==> src/rtl/if_fetch_unit.sv <==
// Instruction fetch: one word per memory completion into IF/ID; zero added latency, one-entry skid on ID stall.
// Branch redirects drain any in-flight request. FETCH_PERF_CNT_EN adds saturating stall/redirect counters.
module if_fetch_unit #(
   parameter logic [31:0] RESET_PC = 32'h0000_0000,
   parameter logic [31:0] NOP_INST = 32'h0000_0013
) (
   input  logic        clk,
   input  logic        rst,
   output logic        proc2Imem_req,
   output logic [31:0] proc2Imem_addr,
   input  logic [31:0] Imem2proc_data,
   input  logic        Imem2proc_valid,
   input  logic        id_stall,
   input  logic        ex_take_branch,
   input  logic [31:0] ex_target_pc,
   output logic [31:0] if_id_IR,
   output logic [31:0] if_id_PC,
   output logic [31:0] if_id_NPC,
   output logic        if_id_valid_inst
`ifdef FETCH_PERF_CNT_EN
   ,
   output logic [31:0] if_stall_cycles,
   output logic [31:0] if_redirect_cnt
`endif
);

   typedef enum logic [1:0] {
      FETCH = 2'd0,
      HOLD  = 2'd1,
      DRAIN = 2'd2
   } state_t;

   state_t      state_q, state_d;
   logic [31:0] fetch_pc_q, fetch_pc_d;
   logic [31:0] drain_pc_q, drain_pc_d;
   logic [31:0] skid_ir_q, skid_ir_d;
   logic [31:0] skid_pc_q, skid_pc_d;
   logic [31:0] ir_q, ir_d;
   logic [31:0] pc_q, pc_d;
   logic [31:0] npc_q, npc_d;
   logic        vld_q, vld_d;
   logic        mem_done;

   // A filled skid buffer (HOLD) is the only reason not to request.
   assign proc2Imem_req  = rst && (state_q != HOLD);
   assign proc2Imem_addr = (state_q == DRAIN) ? drain_pc_q : fetch_pc_q;
   assign mem_done       = proc2Imem_req && Imem2proc_valid;

   assign if_id_IR         = ir_q;
   assign if_id_PC         = pc_q;
   assign if_id_NPC        = npc_q;
   assign if_id_valid_inst = vld_q;

   always_comb begin
      state_d    = state_q;
      fetch_pc_d = fetch_pc_q;
      drain_pc_d = drain_pc_q;
      skid_ir_d  = skid_ir_q;
      skid_pc_d  = skid_pc_q;
      ir_d       = ir_q;
      pc_d       = pc_q;
      npc_d      = npc_q;
      vld_d      = vld_q;

      if (ex_take_branch) begin
         ir_d       = NOP_INST;
         vld_d      = 1'b0;
         fetch_pc_d = ex_target_pc & ~32'h3;
         case (state_q)
            FETCH: begin
               if (!mem_done) begin
                  state_d    = DRAIN;
                  drain_pc_d = fetch_pc_q;
               end
            end
            HOLD:    state_d = FETCH;
            // A completion in the same cycle finishes the drain immediately.
            DRAIN:   if (mem_done) state_d = FETCH;
            default: state_d = FETCH;
         endcase
      end else begin
         case (state_q)
            FETCH: begin
               if (mem_done) begin
                  fetch_pc_d = fetch_pc_q + 32'd4;
                  if (id_stall) begin
                     skid_ir_d = Imem2proc_data;
                     skid_pc_d = fetch_pc_q;
                     state_d   = HOLD;
                  end else begin
                     ir_d  = Imem2proc_data;
                     pc_d  = fetch_pc_q;
                     npc_d = fetch_pc_q + 32'd4;
                     vld_d = 1'b1;
                  end
               end else if (!id_stall) begin
                  ir_d  = NOP_INST;
                  vld_d = 1'b0;
               end
            end
            HOLD: begin
               if (!id_stall) begin
                  ir_d    = skid_ir_q;
                  pc_d    = skid_pc_q;
                  npc_d   = skid_pc_q + 32'd4;
                  vld_d   = 1'b1;
                  state_d = FETCH;
               end
            end
            DRAIN: begin
               if (mem_done) state_d = FETCH;
               if (!id_stall) begin
                  ir_d  = NOP_INST;
                  vld_d = 1'b0;
               end
            end
            default: state_d = FETCH;
         endcase
      end
   end

   always_ff @(posedge clk or negedge rst) begin
      if (!rst) begin
         state_q    <= FETCH;
         fetch_pc_q <= RESET_PC;
         drain_pc_q <= '0;
         skid_ir_q  <= '0;
         skid_pc_q  <= '0;
         ir_q       <= NOP_INST;
         pc_q       <= '0;
         npc_q      <= '0;
         vld_q      <= 1'b0;
      end else begin
         state_q    <= state_d;
         fetch_pc_q <= fetch_pc_d;
         drain_pc_q <= drain_pc_d;
         skid_ir_q  <= skid_ir_d;
         skid_pc_q  <= skid_pc_d;
         ir_q       <= ir_d;
         pc_q       <= pc_d;
         npc_q      <= npc_d;
         vld_q      <= vld_d;
      end
   end

`ifdef FETCH_PERF_CNT_EN
   logic [31:0] stall_cnt_q, stall_cnt_d;
   logic [31:0] redir_cnt_q, redir_cnt_d;

   always_comb begin
      stall_cnt_d = stall_cnt_q;
      redir_cnt_d = redir_cnt_q;
      if ((id_stall || state_q == DRAIN) && stall_cnt_q != 32'hFFFF_FFFF)
         stall_cnt_d = stall_cnt_q + 32'd1;
      if (ex_take_branch && redir_cnt_q != 32'hFFFF_FFFF)
         redir_cnt_d = redir_cnt_q + 32'd1;
   end

   always_ff @(posedge clk or negedge rst) begin
      if (!rst) begin
         stall_cnt_q <= '0;
         redir_cnt_q <= '0;
      end else begin
         stall_cnt_q <= stall_cnt_d;
         redir_cnt_q <= redir_cnt_d;
      end
   end

   assign if_stall_cycles = stall_cnt_q;
   assign if_redirect_cnt = redir_cnt_q;
`endif

endmodule

==> config.mk <==
export PLATFORM = sky130hd
export DESIGN_NAME = if_fetch_unit
export DESIGN_NICKNAME = d
export VERILOG_FILES = /design/src/rtl/if_fetch_unit.sv
export SDC_FILE = /design/constraint.sdc
export NUM_CORES = 1
export LEC_CHECK = 0
export ABC_AREA = 1
export CAP_MARGIN = 20
export CORE_MARGIN = 2
export CORE_UTILIZATION = 60
export CTS_BUF_LIST = sky130_fd_sc_hd__clkbuf_2 sky130_fd_sc_hd__clkbuf_4 sky130_fd_sc_hd__clkbuf_8
export CTS_CLUSTER_SIZE = 40
export DETAILED_ROUTE_END_ITERATION = 10
export GPL_ROUTABILITY_DRIVEN = 0
export PLACE_DENSITY = 0.89
export SETUP_SLACK_MARGIN = 0.1
export SYNTH_ARGS = -nofsm -noshare
export SYNTH_HDL_FRONTEND = slang
export SYNTH_SLANG_ARGS = --single-unit
==> constraint.sdc <==
create_clock -name clk -period 2.61 [get_ports clk]
set_input_delay 0.522 -clock clk [delete_from_list [all_inputs] [get_ports clk]]
set_output_delay 0.522 -clock clk [all_outputs]
set_load 0.005 [all_outputs]
==> results.sh <==
export IMPL_status="finished, final reports clean"
export IMPL_hpwl_um=24800
export IMPL_clkLatencyLatePin_ns=0.54
export IMPL_synth_top_area_cell="dfrtp_1"
export IMPL_drc_errors=0
export IMPL_synthCells=1569
export IMPL_die_w_um=144
export IMPL_worstMarginPinSlew_ns=0.881
export IMPL_ir_drop_uv=884
export IMPL_cts_tree="built"
export IMPL_synthArstFlopShare=1.00
export IMPL_reg2reg_slack_ns=0.24
export IMPL_final_util=0.763
export IMPL_slew_viol_final=0
export IMPL_rows=51
export IMPL_track_usage=0.361
export IMPL_cp_slowest_stage_delay_ns=0.39
export IMPL_netlist_top_cells_area="dfrtp_1, nand2_1, o21ai_0, nor2_1, nand3_1"
export IMPL_overflow=0
export IMPL_endpoint_kind="primary output"
export IMPL_drive_gt1_frac=0.0757
export IMPL_wl_um=36700
export IMPL_post_synth_top_area_fraction=0.458
export IMPL_r2r_end="fetch_pc_q[8]"
export IMPL_final_hold_violation_count=0
export IMPL_fin_crit_ns=2.43
export IMPL_start_kind="flop"
export IMPL_die_y_um=144
export IMPL_port_buffers=190
export IMPL_setup_violations_final=0
export IMPL_synth_edf_count=0
export IMPL_critPathMaxFanout=21
export IMPL_relSlewSlack=0.413
export IMPL_grt_pass1_wl_um=58500
export IMPL_cts_buffers=36
export IMPL_cp_slowest_cell="dfrtp_1"
export IMPL_synth_common_cells="nand2_1, dfrtp_1, o21ai_0"
export IMPL_io_pins=199
export IMPL_min_period_over_period=0.930
export IMPL_initial_core_util=0.607
export IMPL_hold_path_class="input port to asynchronous set/reset pin"
export IMPL_finalNetCount=1821
export IMPL_area_delta_synth_final_pct=25.7
export IMPL_cts_htree_levels=2
export IMPL_ys_flop_type="dfrtp_1"
export IMPL_first_pass_iters=6
export IMPL_rr_startpoint="state_q[1]"
export IMPL_first_iter_violations=1404
export IMPL_diodes=0
export IMPL_clockBufferDepth=3
export IMPL_cts_root_buf="clkbuf_8"
export IMPL_crit_type="flop to primary output"
export IMPL_fillers=1392
export IMPL_clk_pin_slew_ns=0.06
export IMPL_ys_ff_latch=217
export IMPL_tns_ns=0
export IMPL_ys_types=34
export IMPL_routedWlPerCell_um=18.0
export IMPL_die_area_um2=20600
export IMPL_grt_pass1_vias=11700
export IMPL_rsz0062_at_grt="no"
export IMPL_grt_max_degree=162
export IMPL_cts_sinks=217
export IMPL_syn_area_um2=11700
export IMPL_synth_most_common_cell="nand2_1"
export IMPL_power_density_nw_per_um2=1100
export IMPL_p_leak_nw=6.93
export IMPL_antenna_left=0
export IMPL_maxCapViolations=0
export IMPL_cp_arrival_ns=1.91
export IMPL_antenna_found_initial=0
export IMPL_fmax_mhz=412
export IMPL_finalNonFillerCells=2036
export IMPL_rr_worst_depth=9
export IMPL_num_vias=12000
export IMPL_core_um2=19300
export IMPL_path_cells="inv_2 > ha_4 > buf_12 > nand2_1 > o21ai_0 > dlygate4sd2_1"
export IMPL_critPathRequiredTime_ns=2.09
export IMPL_syn_avg_cell_area_um2=7.46
export IMPL_yosys_warnings=0
export IMPL_skew_ns=0.0203
export IMPL_place_inst=1971
export IMPL_total_power_mw=16.2
export IMPL_via_per_inst=5.90
export IMPL_ys_seq_area_frac=0.464
[through the flow]
step	worst slack [ns]	hold WS (ns)	instance area, um2
after detailed placement	0.213	0.467	13900
after global placement	0.300	0.458	13900
after floorplan	0.856	0.226	11700
final	0.182	0.161	14700
after global routing	0.103	0.233	14700
after CTS	-0.100	0.192	14700
[metal layers]
metal | track usage | vias up | routed length, um
met1 | 0.446 | 5602 | 13100
met3 | 0.0870 | 168 | 4070
met4 | 0.208 | 0 | 2150
met2 | 0.580 | 792 | 17300
li1 | - | 5458 | -
met5 | 0 | - | 0
[timing repair]
| action | 4_1_cts | 5_1_grt |
|---|---|---|
| hold buffers | 0 | 0 |
| resized for setup | 32 | 21 |
| buffers inserted | 2 | 0 |
| endpoints found under the setup margin | 31 | 19 |
| gates cloned | 1 | 0 |
[flip-flops by register name (all words and copies together), names as in the netlist]
| name | cells |
|---|---|
| skid_pc_q | 30 |
| if_id_NPC | 30 |
| skid_ir_q | 32 |
| drain_pc_q | 30 |
| if_id_PC | 30 |
| state_q | 2 |
| fetch_pc_q | 30 |
| if_id_valid_inst | 1 |
| if_id_IR | 32 |
[critical path: cells and delay by family (launching register included)]
kind	cells	cell delay (ns)
flip-flops	1	0.39
adder cells (fa/ha/maj)	1	0.23
buffers and inverters	3	0.59
AND/OR/NAND/NOR	1	0.06
AO/OA/AOI/OAI	1	0.11
[how the worst max path moves through the flow]
stage	to	start	slack, ns	cells after the start
3_5_place_dp	fetch_pc_q[8]	ex_take_branch	0.21	6
2_1_floorplan	proc2Imem_req	state_q[1]	0.86	5
5_1_grt	proc2Imem_addr[11]	state_q[0]	0.10	6
6_report	proc2Imem_addr[11]	state_q[0]	0.18	6
4_1_cts	proc2Imem_addr[20]	state_q[0]	-0.10	5
3_3_place_gp	fetch_pc_q[10]	ex_take_branch	0.30	6
[cells by family (layout without fill, tap and decap cells)]
| group | after synthesis | in the layout | share of synthesized area |
|---|---|---|---|
| AOI/OAI and AO/OA | 277 | 277 | 0.131 |
| xor gates and xnor gates | 26 | 26 | 0.0195 |
| adders and majority gates | 5 | 5 | 0.00535 |
| buffers and inverters | 161 | 358 | 0.0584 |
| DFF | 217 | 217 | 0.464 |
| muxes | 31 | 31 | 0.0298 |
| other | 1 | 6 | 0.000321 |
| and+or+nand+nor | 851 | 851 | 0.292 |
[cell type report]
type                    count  area (um2)  share of cell area
repair buffers            226        2300               0.156
multi-input cells        1196        5650               0.384
clock buffers              56         696              0.0473
flip-flops and latches    217        5430               0.369
clock inverters             6        35.0             0.00238
inverters                  70         263              0.0179
well taps                 265         332              0.0225
[power by group]
group	leakage (nW)	switching (mW)	total (mW)	internal [mW]
registers	2.71	1.22	5.96	4.75
logic	3.83	3.92	7.12	3.20
clock network	0.387	1.37	3.07	1.69
[cells in the final DEF, fill, tap and decap left out, types with 19 or more instances in the layout]
| master | instances |
|---|---|
| o21ai_1 | 27 |
| clkbuf_8 | 44 |
| xor2_1 | 19 |
| buf_4 | 27 |
| mux2_1 | 29 |
| o21ai_0 | 139 |
| dfrtp_1 | 214 |
| nand3_1 | 82 |
| nor2_1 | 111 |
| clkdlybuf4s50_1 | 158 |
| a31oi_1 | 36 |
| a21oi_1 | 37 |
| nand2_1 | 620 |
| o211ai_1 | 26 |
| inv_1 | 63 |
Power figures use the tool's default switching activity.
